**config.mk**
```make
export PLATFORM = sky130hd
export DESIGN_NAME = gray_conv_stream
export DESIGN_NICKNAME = d
export VERILOG_FILES = /design/src/rtl/gray_conv_pkg.sv /design/src/rtl/gray_conv_core.sv /design/src/rtl/gray_conv_stream.sv
export SDC_FILE = /design/constraint.sdc
export NUM_CORES = 1
export LEC_CHECK = 0
export ABC_AREA = 0
export ABC_CLOCK_PERIOD_IN_PS = 3300
export CAP_MARGIN = 10
export CORE_ASPECT_RATIO = 0.9
export CORE_MARGIN = 1.5
export CORE_UTILIZATION = 52
export DETAILED_ROUTE_END_ITERATION = 8
export PLACE_DENSITY = 0.79
export SLEW_MARGIN = 5
export SYNTH_ARGS = -nofsm -noshare
export SYNTH_HDL_FRONTEND = slang
export SYNTH_SLANG_ARGS = --single-unit
```
**constraint.sdc**
```tcl
create_clock -name clk -period 3.3 [get_ports clk]
set_input_delay 0.33 -clock clk [delete_from_list [all_inputs] [get_ports clk]]
set_output_delay 0.33 -clock clk [all_outputs]
set_load 0.1 [all_outputs]
```
**src/rtl/gray_conv_pkg.sv**
```systemverilog
// Shared constants for the gray/binary streaming converter.
// Optional adjacency checking is enabled by defining GRAY_CONV_ADJ_CHECK_EN.
package gray_conv_pkg;
  localparam logic MODE_G2B   = 1'b0;
  localparam logic MODE_B2G   = 1'b1;
  localparam int   BEAT_CNT_W = 16;
endpackage

```
**src/rtl/gray_conv_core.sv**
```systemverilog
// Combinational gray<->binary converter. mode_i selects the direction.
module gray_conv_core
  import gray_conv_pkg::*;
#(
  parameter int WIDTH = 8
) (
  input  logic             mode_i,
  input  logic [WIDTH-1:0] in_i,
  output logic [WIDTH-1:0] out_o
);

  logic [WIDTH-1:0] bin;

  // Gray->binary is a prefix XOR from the MSB down; binary->gray is a shift-XOR.
  always_comb begin
    bin            = '0;
    bin[WIDTH-1]   = in_i[WIDTH-1];
    for (int i = WIDTH - 2; i >= 0; i--) bin[i] = bin[i+1] ^ in_i[i];
    out_o = (mode_i == MODE_B2G) ? (in_i ^ (in_i >> 1)) : bin;
  end

endmodule

```
**src/rtl/gray_conv_stream.sv**
```systemverilog
// Streaming gray/binary converter: conversion ahead of a one-entry output
// register backed by a one-entry skid buffer (two beats in flight, in order).
// Define GRAY_CONV_ADJ_CHECK_EN to flag mode-0 inputs that are not one bit
// away from the previous mode-0 input; otherwise out_err is tied low.
module gray_conv_stream
  import gray_conv_pkg::*;
#(
  parameter int WIDTH = 8
) (
  input  logic                  clk,
  input  logic                  rst,
  input  logic                  in_valid,
  output logic                  in_ready,
  input  logic                  in_mode,
  input  logic [WIDTH-1:0]      in_data,
  output logic                  out_valid,
  input  logic                  out_ready,
  output logic [WIDTH-1:0]      out_data,
  output logic                  out_mode,
  output logic                  out_err,
  output logic [BEAT_CNT_W-1:0] beat_cnt
);

  logic [WIDTH-1:0] conv;
  logic             new_err;
  logic             accept, xfer;

  logic                  out_valid_q, out_valid_d;
  logic [WIDTH-1:0]      out_data_q,  out_data_d;
  logic                  out_mode_q,  out_mode_d;
  logic                  out_err_q,   out_err_d;
  logic                  skid_valid_q, skid_valid_d;
  logic [WIDTH-1:0]      skid_data_q,  skid_data_d;
  logic                  skid_mode_q,  skid_mode_d;
  logic                  skid_err_q,   skid_err_d;
  logic                  in_ready_q;
  logic [BEAT_CNT_W-1:0] beat_cnt_q;

  gray_conv_core #(.WIDTH(WIDTH)) u_core (
    .mode_i (in_mode),
    .in_i   (in_data),
    .out_o  (conv)
  );

  assign accept = in_valid && in_ready_q;
  assign xfer   = out_valid_q && out_ready;

`ifdef GRAY_CONV_ADJ_CHECK_EN
  logic             hist_valid_q;
  logic [WIDTH-1:0] hist_q;

  assign new_err = hist_valid_q && (in_mode == MODE_G2B) &&
                   ($countones(in_data ^ hist_q) != 1);

  // Remember the last accepted mode-0 input word; mode-1 beats leave it alone.
  always_ff @(posedge clk) begin
    if (rst) begin
      hist_valid_q <= 1'b0;
      hist_q       <= '0;
    end else if (accept && in_mode == MODE_G2B) begin
      hist_valid_q <= 1'b1;
      hist_q       <= in_data;
    end
  end
`else
  assign new_err = 1'b0;
`endif

  // Output/skid steering: skid drains into the output register on a transfer,
  // a new beat goes straight to the output register whenever it will be free.
  always_comb begin
    out_valid_d  = out_valid_q;
    out_data_d   = out_data_q;
    out_mode_d   = out_mode_q;
    out_err_d    = out_err_q;
    skid_valid_d = skid_valid_q;
    skid_data_d  = skid_data_q;
    skid_mode_d  = skid_mode_q;
    skid_err_d   = skid_err_q;
    if (!out_valid_q || xfer) begin
      if (skid_valid_q) begin
        out_valid_d  = 1'b1;
        out_data_d   = skid_data_q;
        out_mode_d   = skid_mode_q;
        out_err_d    = skid_err_q;
        skid_valid_d = 1'b0;
      end else if (accept) begin
        out_valid_d = 1'b1;
        out_data_d  = conv;
        out_mode_d  = in_mode;
        out_err_d   = new_err;
      end else begin
        out_valid_d = 1'b0;
      end
    end else if (accept) begin
      skid_valid_d = 1'b1;
      skid_data_d  = conv;
      skid_mode_d  = in_mode;
      skid_err_d   = new_err;
    end
  end

  // State registers; in_ready is registered as "skid will be empty".
  always_ff @(posedge clk) begin
    if (rst) begin
      out_valid_q  <= 1'b0;
      out_data_q   <= '0;
      out_mode_q   <= 1'b0;
      out_err_q    <= 1'b0;
      skid_valid_q <= 1'b0;
      skid_data_q  <= '0;
      skid_mode_q  <= 1'b0;
      skid_err_q   <= 1'b0;
      in_ready_q   <= 1'b0;
      beat_cnt_q   <= '0;
    end else begin
      out_valid_q  <= out_valid_d;
      out_data_q   <= out_data_d;
      out_mode_q   <= out_mode_d;
      out_err_q    <= out_err_d;
      skid_valid_q <= skid_valid_d;
      skid_data_q  <= skid_data_d;
      skid_mode_q  <= skid_mode_d;
      skid_err_q   <= skid_err_d;
      in_ready_q   <= !skid_valid_d;
      if (xfer) beat_cnt_q <= beat_cnt_q + 1'b1;
    end
  end

  assign in_ready  = in_ready_q;
  assign out_valid = out_valid_q;
  assign out_data  = out_data_q;
  assign out_mode  = out_mode_q;
  assign out_err   = out_err_q;
  assign beat_cnt  = beat_cnt_q;

endmodule

```
Word level (Yosys, flattened, before mapping):

Cells that the tools add are included.

* register bits after elaboration: 38
* input bits: 13
* output and inout bits: 28
* logic and storage cells: 38

* add/subtract/negate cells: 1
* muxes and demuxes: 11
* bitwise logic cells: 9
* reductions and logical operators: 8

Operators by type and width (number)
* two-way mux 8 bit: 3
* adder 16 x 1 -> 16 bit (second input constant): 1
* two-way mux 1 bit: 8
* bitwise XOR 8 x 7 -> 8 bit: 1
* bitwise XOR 1 bit: 7
* AND reduction 2 bit: 2
* logical AND 1 bit: 2
* zero test 1 bit: 2
* nonzero test 2 bit: 1
* logical OR 1 bit: 1
* inverter 1 bit: 1

Depth between registers and ports, before layout:

* depth after elaboration: 10
* mapped depth: 6
* depth with buffers taken out: 6

Hierarchy:

A second synthesis with hierarchy kept.

* cells, all modules: 203
* area total of the unflattened synthesis: 1765.4 um^2

Modules (own cells, without submodules)
* gray_conv_stream: times used 1, cells each 175, area each 1540.2 um^2, seq. area each 740.7 um^2
* gray_conv_core: times used 1, cells each 28, area each 225.2 um^2, seq. area each 0.0 um^2

Worst setup path before layout:

OpenSTA, ideal clock, no wires.

* path kind: reg-to-reg
* from: reg out_valid_q, in the netlist out_valid
* to: reg beat_cnt_q[11], in the netlist beat_cnt[11]
* library setup time: 0.067 ns
* data arrival time: 2.168 ns
* data required time: 3.233 ns
* path slack: 1.065 ns
* stages on the path, launching flop included: 6
* path buffers: 0
* clock period less this slack: 2.235 ns
* path through: dfxtp_1 nand2_1 nor3_1 nand4_1 xor2_1 nor2_1

* cells in the longest elaborated chain, start to end: 1

Ends and longest elaborated chain
* from (decl): line gray_conv_stream.sv:28 `logic out_valid_q, out_valid_d;`
* from (signal assigned): line gray_conv_stream.sv:117 `out_valid_q <= out_valid_d;`
* logical AND 1 bit: line gray_conv_stream.sv:46 `assign xfer = out_valid_q && out_ready;`
* to (signal assigned): line gray_conv_stream.sv:126 `if (xfer) beat_cnt_q <= beat_cnt_q + 1'b1;`
* to (decl): line gray_conv_stream.sv:37 `logic [BEAT_CNT_W-1:0] beat_cnt_q;`

Every way passes these cells.
A chain may end at the register's enable or synchronous reset.

Final worst setup path:

* from: reg beat_cnt_q[5], in the netlist beat_cnt[5]
* to: out beat_cnt[5]

RTL lines
* to (decl): line gray_conv_stream.sv:21 `output logic [BEAT_CNT_W-1:0] beat_cnt`

No word-level cell between the ends.

==> impl_summary.txt <==
----------------------------------------------------
[Logic synthesis]
  Fraction of the yosys area taken by sequential cells ... 0.431
  Share of flip-flops with an asynchronous set or reset ... 0
  Total of warnings raised by yosys ... 0
  Number of instances in the synthesized netlist ... 198
  Post-synthesis instance area ... 1720 um2
  Post-Synthesis Net Count ... 212
  Flop and latch count out of synthesis ... 37
  Number of unique standard cell types used by synthesis ... 34
  Avg Cell Area, Syn ... 8.68 um2
  Most instantiated flip-flop cell in the synthesis netlist ... sky130_fd_sc_hd__dfxtp_1
  Number of flops mapped to enable cells by yosys ... 0

[Timing]
  Shortest clock period the worst path allows after layout ... 2.25 ns
  Normalized max-slew margin ... 0.341
  Final hold slack ... 0.464 ns
  Total setup violations reported at the end of the flow ... 0
  Pins over their slew limit ... 0
  Slew at the pin closest to its max-slew limit ... 0.986 ns
  Highest achievable clock rate ... 444 MHz
  Final period util ... 0.683
  Unrepaired setup endpoints after global routing ... no
  Max Clock Skew ... 0.00310 ns
  Final setup slack of the worst path ... 1.05 ns
  Sum of negative setup slack ... 0 ns
  Final hold viol count ... 0

[Placement]
  Half-perimeter wire length of the detailed placement result ... 2720 um
  Worst Setup Slack post-DPL ... 0.887 ns
  Port-buffer cells ... 39
  Placed cell count ... 272
  Final Wtd Congestion ... 0.760
  Post-Place Cell Area ... 2140 um2

[Power]
  Tot Pwr ... 0.901 mW
  Worst vdd rail ir drop ... 0.311 mV
  Internal power consumption ... 0.618 mW
  Power density cells ... 412 nW/um2
  Proportion of total power due to net switching ... 0.315
  Combinational power share ... 0.241
  Sequential group share of total power ... 0.518
  Power spent charging and discharging nets ... 0.284 mW
  Clock group share of total power ... 0.241
  Leakage component of the power ... 0.799 nW

[Detailed routing]
  Number of vias per cell after detailed routing ... 5.34
  Routed length per placed instance ... 12.8 um
  Post-detailed-route DRC marker count ... 0
  Number of antenna-violating nets in the routed design ... 0
  Initial drt markers ... 44
  Number of search-and-repair iterations in the first detailed-routing pass ... 4
  Detailed-route via count ... 1,495
  Detailed Route WL ... 3590 um

[CTS]
  Worst-path clk slew ... 0.10 ns
  Hold_buf cts ... 0
  Deepest level of the CTS H-tree ... 2
  Skew-Pair Late Insertion Delay ... 0.32 ns
  Number of sinks on the clock net ... 37
  # resized after CTS ... 0
  Clock root cell ... sky130_fd_sc_hd__clkbuf_4
  Maximum buffer depth of the clock tree ... 2
  Post-CTS setup repair buffer count ... 0
  CTS tree ... built
  Number of buffers added by the clock tree synthesis step ... 5

[Critical path]
  Critical path cell sequence ... clkdlybuf4s50_1
  Arrival time of data at the critical path endpoint ... 1.92 ns
  Critical path endpoint category ... output pin
  Max stage delay cell, worst path ... sky130_fd_sc_hd__clkdlybuf4s50_1
  Crit path kind ... reg -> out
  Launching element type of the critical path ... register
  Family of cells with the greatest summed delay on the critical path ... buffers and inverters
  Buf+Inv Stages, Crit Path ... 1
  Crit path max fanout ... 6
  CP Data Required Time ... 2.97 ns
  Max stage delay on crit path ... 1.17 ns

[Final layout]
  Highest-count cells in the layout ignoring fill and taps ... sky130_fd_sc_hd__clkdlybuf4s50_1 (39), sky130_fd_sc_hd__dfxtp_1 (37), sky130_fd_sc_hd__nor2_1 (34), sky130_fd_sc_hd__nand2_1 (22), sky130_fd_sc_hd__xor2_1 (13)
  P&R area growth vs syn ... 27.3%
  Share of final-layout standard cells stronger than drive strength 1 ... 0.0378
  Number of nets at the end of the flow ... 251
  Final core occ ... 0.708
  Most common library cell in the layout ignoring fill and taps ... sky130_fd_sc_hd__clkdlybuf4s50_1
  Final instance count without filler cells ... 280
  Post-route cell area ... 2190 um2
  Antenna diode instance count ... 0

[GRT]
  Pin count of the biggest net entering global routing ... 21
  Total GRT Usage ... 0.212
  Aggregate global routing overflow ... 0
  Via count of the first global-routing pass ... 1,406
  Number of antenna violations at the first check in global routing ... 0
  Global-route wire length before repair ... 6120 um

[Die]
  Die outline height ... 57.5 um
  Core Region ... 3090 um2
  Die span in x ... 63.6 um
  Die area ... 3660 um2
  Num ports ... 41
  Initial cell density of the core ... 0.556
  Placement Rows ... 19

[Status]
  Result of the run ... completed

[Min path]
  Worst min-delay path class ... reg -> reg

[Flow run]
  Maximum Capacitance Violations ... 0

----------------------------------------------------
-- final timing paths --
path | cells past startpoint | startpoint | to | slack (ns)
setup reg to reg | 5 | out_valid | beat_cnt[7] | 1.44
hold reg to reg | 2 | skid_data_q[3] | skid_data_q[3] | 0.46
hold / removal | 2 | skid_data_q[3] | skid_data_q[3] | 0.46
setup / recovery | 1 | beat_cnt[5] | beat_cnt[5] | 1.05
-- flip-flops by register name, indices dropped and copies added (netlist names) --
name and count:
skid_data_q 8, skid_valid_q 1, out_mode 1, out_data 8, skid_mode_q 1, beat_cnt 16
in_ready 1, out_valid 1
-- cells in the mapped netlist (2+ instances only) --
| cell | instances | area, um2 |
|---|---|---|
| sky130_fd_sc_hd__nand4_1 | 3 | 18.8 |
| sky130_fd_sc_hd__a211oi_1 | 6 | 45.0 |
| sky130_fd_sc_hd__and2_1 | 3 | 18.8 |
| sky130_fd_sc_hd__clkbuf_1 | 8 | 30.0 |
| sky130_fd_sc_hd__mux2i_1 | 6 | 60.1 |
| sky130_fd_sc_hd__o21ai_0 | 4 | 20.0 |
| sky130_fd_sc_hd__or3_1 | 2 | 12.5 |
| sky130_fd_sc_hd__xnor2_1 | 12 | 105 |
| sky130_fd_sc_hd__nor2_1 | 34 | 128 |
| sky130_fd_sc_hd__nor3_1 | 2 | 10.0 |
| sky130_fd_sc_hd__inv_1 | 2 | 7.51 |
| sky130_fd_sc_hd__and4_1 | 3 | 26.3 |
| sky130_fd_sc_hd__a21oi_1 | 11 | 55.1 |
| sky130_fd_sc_hd__nand3_1 | 8 | 40.0 |
| sky130_fd_sc_hd__nand2_1 | 22 | 82.6 |
| sky130_fd_sc_hd__a311oi_1 | 2 | 17.5 |
| sky130_fd_sc_hd__xor2_1 | 13 | 114 |
| sky130_fd_sc_hd__and3_1 | 3 | 18.8 |
| sky130_fd_sc_hd__nor2b_1 | 3 | 18.8 |
| sky130_fd_sc_hd__dfxtp_1 | 37 | 741 |
-- kinds of logic after synthesis --
group                    Yosys count  share of synthesized area
adder cells (fa/ha/maj)            1                    0.00728
flip-flops                        37                      0.431
multiplexers                       7                     0.0415
buffers and inverters             11                     0.0262
AO/OA/AOI/OAI                     27                     0.0969
AND/OR/NAND/NOR                   86                      0.231
other                              1                    0.00218
XOR/XNOR                          28                      0.164
-- cell type report --
type                       instances  area (um2)
clock buffer                       8        48.8
inverter                           2        7.51
timing repair buffer              41         405
multi-input combinational        150         932
tap                               42        52.6
fill                             251         903
sequential                        37         741
-- power by group through the flow --
stage	clock (mW)	sequential [mW]	combinational, mW
floorplan	0	0.552	0.0870
global placement	0	0.476	0.214
detailed placement	0	0.477	0.217
CTS	0.227	0.466	0.218
global route	0.247	0.468	0.231
finish	0.217	0.467	0.218
-- layer usage --
layer	global-route usage	up-vias	part of all wire
li1	-	748	-
met1	0.251	707	0.44
met2	0.377	38	0.51
met3	0.0631	2	0.048
met4	0.0590	0	0.0033
met5	0	-	0
Power figures use the tool's default switching activity.
==> RTL edit 1: new RTL, same flow settings <==
`WIDTH` is set to 8 in 2 places; all go to 10.
--- a/src/rtl/gray_conv_core.sv
+++ b/src/rtl/gray_conv_core.sv
@@ -2,7 +2,7 @@
 module gray_conv_core
   import gray_conv_pkg::*;
 #(
-  parameter int WIDTH = 8
+  parameter int WIDTH = 10
 ) (
   input  logic             mode_i,
   input  logic [WIDTH-1:0] in_i,
--- a/src/rtl/gray_conv_stream.sv
+++ b/src/rtl/gray_conv_stream.sv
@@ -5,7 +5,7 @@
 module gray_conv_stream
   import gray_conv_pkg::*;
 #(
-  parameter int WIDTH = 8
+  parameter int WIDTH = 10
 ) (
   input  logic                  clk,
   input  logic                  rst,
Ports: changed (resized in_data and out_data); port bits go from 41 to 45. No check against the original RTL was run, so the function may have changed too.
==> RTL edit 1 against the original RTL <==
Final cell count up 16%. Non-clock buffer count up 5. Worst setup slack worse by 0.019 ns. First-iteration DRC count rose to 3.8 times the old value. Sequential cell count up 4. Count of clock-buffer cells in the layout down 1. Synthesized area up 22%. Power up 36%. Clock power up 90%. Wire length up 19%. Design area up 20%. Worst hold slack worse by 0.0066 ns. Highest routed layer unchanged.
==> RTL edit 1: results (changes against the original RTL) <==
- Routed len/inst: 13.1 µm (was 12.8 µm)
- DR vias: 1745 (was 1495)
- Lkg Pwr: 0.946 nW (was 0.799 nW)
- Largest net degree at the start of global routing: 28 (was 21)
- GRT Total Usage: 20.5% (was 21.2%)
- Adder-cell area share of the yosys netlist: 0.596% (was 0.728%)
- Flop2flop setup slack: 1.37 ns (was 1.44 ns)
- Net count reported at finish: 294 (was 251)
- Root buf cell: clkbuf_8 (was clkbuf_4)
- RR Startpoint: skid_valid_q (was out_valid)
- Dpl cell area: 2510 µm² (was 2140 µm²)
- Slew headroom: 33.7% (was 34.1%)
- Synth Register Bits: 41 (was 37)
- CP max FO: 4 (was 6)
- Outcome: complete, no violations (unchanged)
- Final setup skew: 0.00715 ns (was 0.00310 ns)
- Syn_nets: 253 (was 212)
- Routed vias/inst: 5.37 (was 5.34)
- DP Cell Count: 317 (was 272)
- Synth Area in Compound Gates: 10.9% (was 9.69%)
- Sequential fraction of the synthesis area: 39.1% (was 43.1%)
- Synth unique cells: 42 (was 34)
- Initial DRC Count: 165 (was 44)
- Most instantiated cells after synthesis: 41 x dfxtp_1, 37 x nor2_1, 27 x nand2_1, 16 x xnor2_1, 13 x a21oi_1 (was 37 x dfxtp_1, 34 x nor2_1, 22 x nand2_1, 13 x xor2_1, 12 x xnor2_1)
- Reg clk slew, reported paths: 0.08 ns (was 0.10 ns)
- Synth top area cells: dfxtp_1 39%, xnor2_1 6.7%, nor2_1 6.6% (was dfxtp_1 43%, nor2_1 7.4%, xor2_1 6.6%)
- Gp weighted congestion: 0.790 (was 0.760)
- Synth Area in XOR/XNOR: 18.2% (was 16.4%)
- Delay-heaviest family, CP: XOR/XNOR gates (was buffers and inverters)
- Number of global-route vias before repair: 1618 (was 1406)
- First-pass GRT wire length: 7.27 mm (was 6.12 mm)
- Hpwl dp: 3.11 mm (was 2.72 mm)
- Dpl ws: 0.715 ns (was 0.887 ns)
- Clock Latency Late Sink: 0.29 ns (was 0.32 ns)
- Reg-to-Reg End: out_data[4] (was beat_cnt[7])
- CP Data Arrival Time: 2.45 ns (was 1.92 ns)
- Share of cells above drive strength 1: 5.02% (was 3.78%)
- Area Overhead vs Synth: 24.9% (was 27.3%)
RTL edit 1: how the worst max path moves through the flow:
stage,end,slack (ns),from,cells past startpoint
2_1_floorplan,beat_cnt[14],1.05,beat_cnt[3],5
3_3_place_gp,out_data[1],0.76,in_data[7],6
3_5_place_dp,out_data[1],0.72,in_data[7],6
4_1_cts,out_data[1],1.03,in_data[7],6
5_1_grt,out_data[1],0.94,in_data[7],6
6_report,out_data[1],1.03,in_data[7],6
RTL edit 1: power breakdown:
part	leakage (nW)	total, W	switching, W	internal, W
sequential	0.333	0.000518	0.00000919	0.000509
combinational	0.555	0.000292	0.000185	0.000107
clock	0.0585	0.000412	0.000165	0.000247
total	0.946	0.00122	0.000360	0.000862
RTL edit 1: logic make-up (layout without fill, tap and decap cells):
family | after synthesis | after routing
AO/OA/AOI/OAI | 38 | 38
XOR/XNOR | 33 | 33
adder cells (fa/ha/maj) | 1 | 1
buffers and inverters | 16 | 58
flip-flops | 41 | 41
multiplexers | 4 | 4
other | 1 | 1
AND/OR/NAND/NOR | 103 | 103
RTL edit 1: metal layers:
layer	wire (µm)	GRT usage [%]	vias to the layer above
met1	2070	27.6	817
met4	27	5.77	0
li1	-	-	893
met3	143	4.96	4
met5	0	0	-
met2	2030	33.1	31
RTL edit 1: per-stage QoR:
stage / hold WS [ns] / total power [W]
floorplan: 0.429 / 0.000757
finish: 0.458 / 0.00122
CTS: 0.457 / 0.00123
global placement: 0.440 / 0.000817
detailed placement: 0.447 / 0.000820
global route: 0.484 / 0.00127
RTL edit 1: final cells by class:
class	count	share of cell area, %
multi-input combinational	180	44.2
sequential	41	31.3
timing repair buffer	46	17.3
clock buffer	7	3.29
tap	46	2.19
clock inverter	1	1.15
inverter	4	0.573
==> RTL edit 2: new RTL, same settings <==
Made on the original files. `out_data_q` and `skid_data_q` no longer have a reset.
--- a/src/rtl/gray_conv_stream.sv
+++ b/src/rtl/gray_conv_stream.sv
@@ -104,27 +104,28 @@
   always_ff @(posedge clk) begin
     if (rst) begin
       out_valid_q  <= 1'b0;
-      out_data_q   <= '0;
       out_mode_q   <= 1'b0;
       out_err_q    <= 1'b0;
       skid_valid_q <= 1'b0;
-      skid_data_q  <= '0;
       skid_mode_q  <= 1'b0;
       skid_err_q   <= 1'b0;
       in_ready_q   <= 1'b0;
       beat_cnt_q   <= '0;
     end else begin
       out_valid_q  <= out_valid_d;
-      out_data_q   <= out_data_d;
       out_mode_q   <= out_mode_d;
       out_err_q    <= out_err_d;
       skid_valid_q <= skid_valid_d;
-      skid_data_q  <= skid_data_d;
       skid_mode_q  <= skid_mode_d;
       skid_err_q   <= skid_err_d;
       in_ready_q   <= !skid_valid_d;
       if (xfer) beat_cnt_q <= beat_cnt_q + 1'b1;
     end
+  end
+
+  always_ff @(posedge clk) begin
+    out_data_q  <= out_data_d;
+    skid_data_q <= skid_data_d;
   end
 
   assign in_ready  = in_ready_q;
Check against the original RTL: differs if rst is asserted again (counterexample within 4 cycles, from zero or initial values and one cycle with rst high); with rst held inactive, the same outputs for 10 cycles.
==> RTL edit 2 against the original RTL <==
Clock power up 72%. Sequential cell count unchanged. Synthesized area up 3.5%. Critical path depth unchanged. Power increased by 20%. Wire length grew 1.6%. Largest power group unchanged. Worst setup slack lost 0.057 ns. Synthesized cell count decreased by 15%. Final cell count shrank 11%. Design area grew 5.3%.
==> RTL edit 2: results (changes against the original RTL) <==
- Non-clock buffer share: 17.3% (was 18.5%)
- FF-to-FF path depth: 3 (was 5)
- Synth Area in XOR/XNOR: 15.3% (was 16.4%)
- Layout clock area frac: 4.84% (was 2.23%)
- Root buf cell: clkbuf_8 (was clkbuf_4)
- Routed wire length: 3.65 mm (was 3.59 mm)
- Gp weighted congestion: 0.754 (was 0.760)
- Syn_nets: 182 (was 212)
- Crit. Startpoint: out_valid (was beat_cnt[5])
- Hold_sp: beat_cnt[15] (was skid_data_q[3])
- Reg-to-Reg End: out_data[1] (was beat_cnt[7])
- Initial DRC Count: 91 (was 44)
- Outcome: complete, no violations (unchanged)
- Setup WS post-layout: 0.989 ns (was 1.05 ns)
- GRT Total Usage: 21.3% (was 21.2%)
- Lkg Pwr: 0.793 nW (was 0.799 nW)
- Sequential fraction of the synthesis area: 50.7% (was 43.1%)
- Clock Latency Late Sink: 0.29 ns (was 0.32 ns)
- Dpl ws: 0.977 ns (was 0.887 ns)
- RR Startpoint: skid_valid_q (was out_valid)
- Hold_ws: 0.491 ns (was 0.464 ns)
- CP Data Arrival Time: 1.98 ns (was 1.92 ns)
- Hpwl dp: 2.50 mm (was 2.72 mm)
- Signal buffers: 40 (was 41)
- Inverter count: 4 (was 2)
- Reg clk slew, reported paths: 0.07 ns (was 0.10 ns)
- Hold path endpoint: beat_cnt[15] (was skid_data_q[3])
- Reg area: 901 µm² (was 741 µm²)
- Largest net degree at the start of global routing: 22 (was 21)
- DR vias: 1360 (was 1495)
- Crit path to: out_valid (was beat_cnt[5])
- Max incr delay on CP: 1.20 ns (was 1.17 ns)
- First-pass GRT wire length: 6.02 mm (was 6.12 mm)
- Post-synth EDFFs: 16 (was 0)
- Power Density: 472 nW/µm² (was 412 nW/µm²)
- Flop2flop setup slack: 1.30 ns (was 1.44 ns)
- Fill cell count: 215 (was 251)
- Synth Area in Compound Gates: 7.04% (was 9.69%)
- Fraction of area in multi-input gates: 35.8% (was 42.6%)
- CP max FO: 9 (was 6)
- Most instantiated cells after synthesis: 21 x dfxtp_1, 21 x nor2_1, 16 x edfxtp_1, 11 x xnor2_1 (was 37 x dfxtp_1, 34 x nor2_1, 22 x nand2_1, 13 x xor2_1, 12 x xnor2_1)
## RTL edit 2: power by group
group	switching [W]	internal (W)
Combinational	0.000136	0.0000730
Sequential	0.00000663	0.000496
Clock	0.000158	0.000216
Total	0.000301	0.000785
## RTL edit 2: layer usage
metal / share of wire, % / GRT usage [%] / wire length, µm
met1: 46 / 27.9 / 1680
met4: 1.9 / 10.9 / 68
met3: 4.1 / 4.97 / 151
met2: 48 / 33.5 / 1750
met5: 0 / 0 / 0
## RTL edit 2: cells by family (layout without fill, tap and decap cells)
family,count (synthesis),in the layout
compound gates,20,20
other cells,1,1
xor+xnor,25,25
buf+inv,12,52
fa+ha+maj,1,1
mux,6,6
flops,37,37
simple gates,66,66
## RTL edit 2: through the flow
| step | cells | area (µm²) |
|---|---|---|
| 2_1_floorplan | 168 | 1780 |
| 5_1_grt | 250 | 2300 |
| 3_3_place_gp | 242 | 2190 |
| 4_1_cts | 250 | 2300 |
| 6_report | 250 | 2300 |
| 3_5_place_dp | 242 | 2190 |
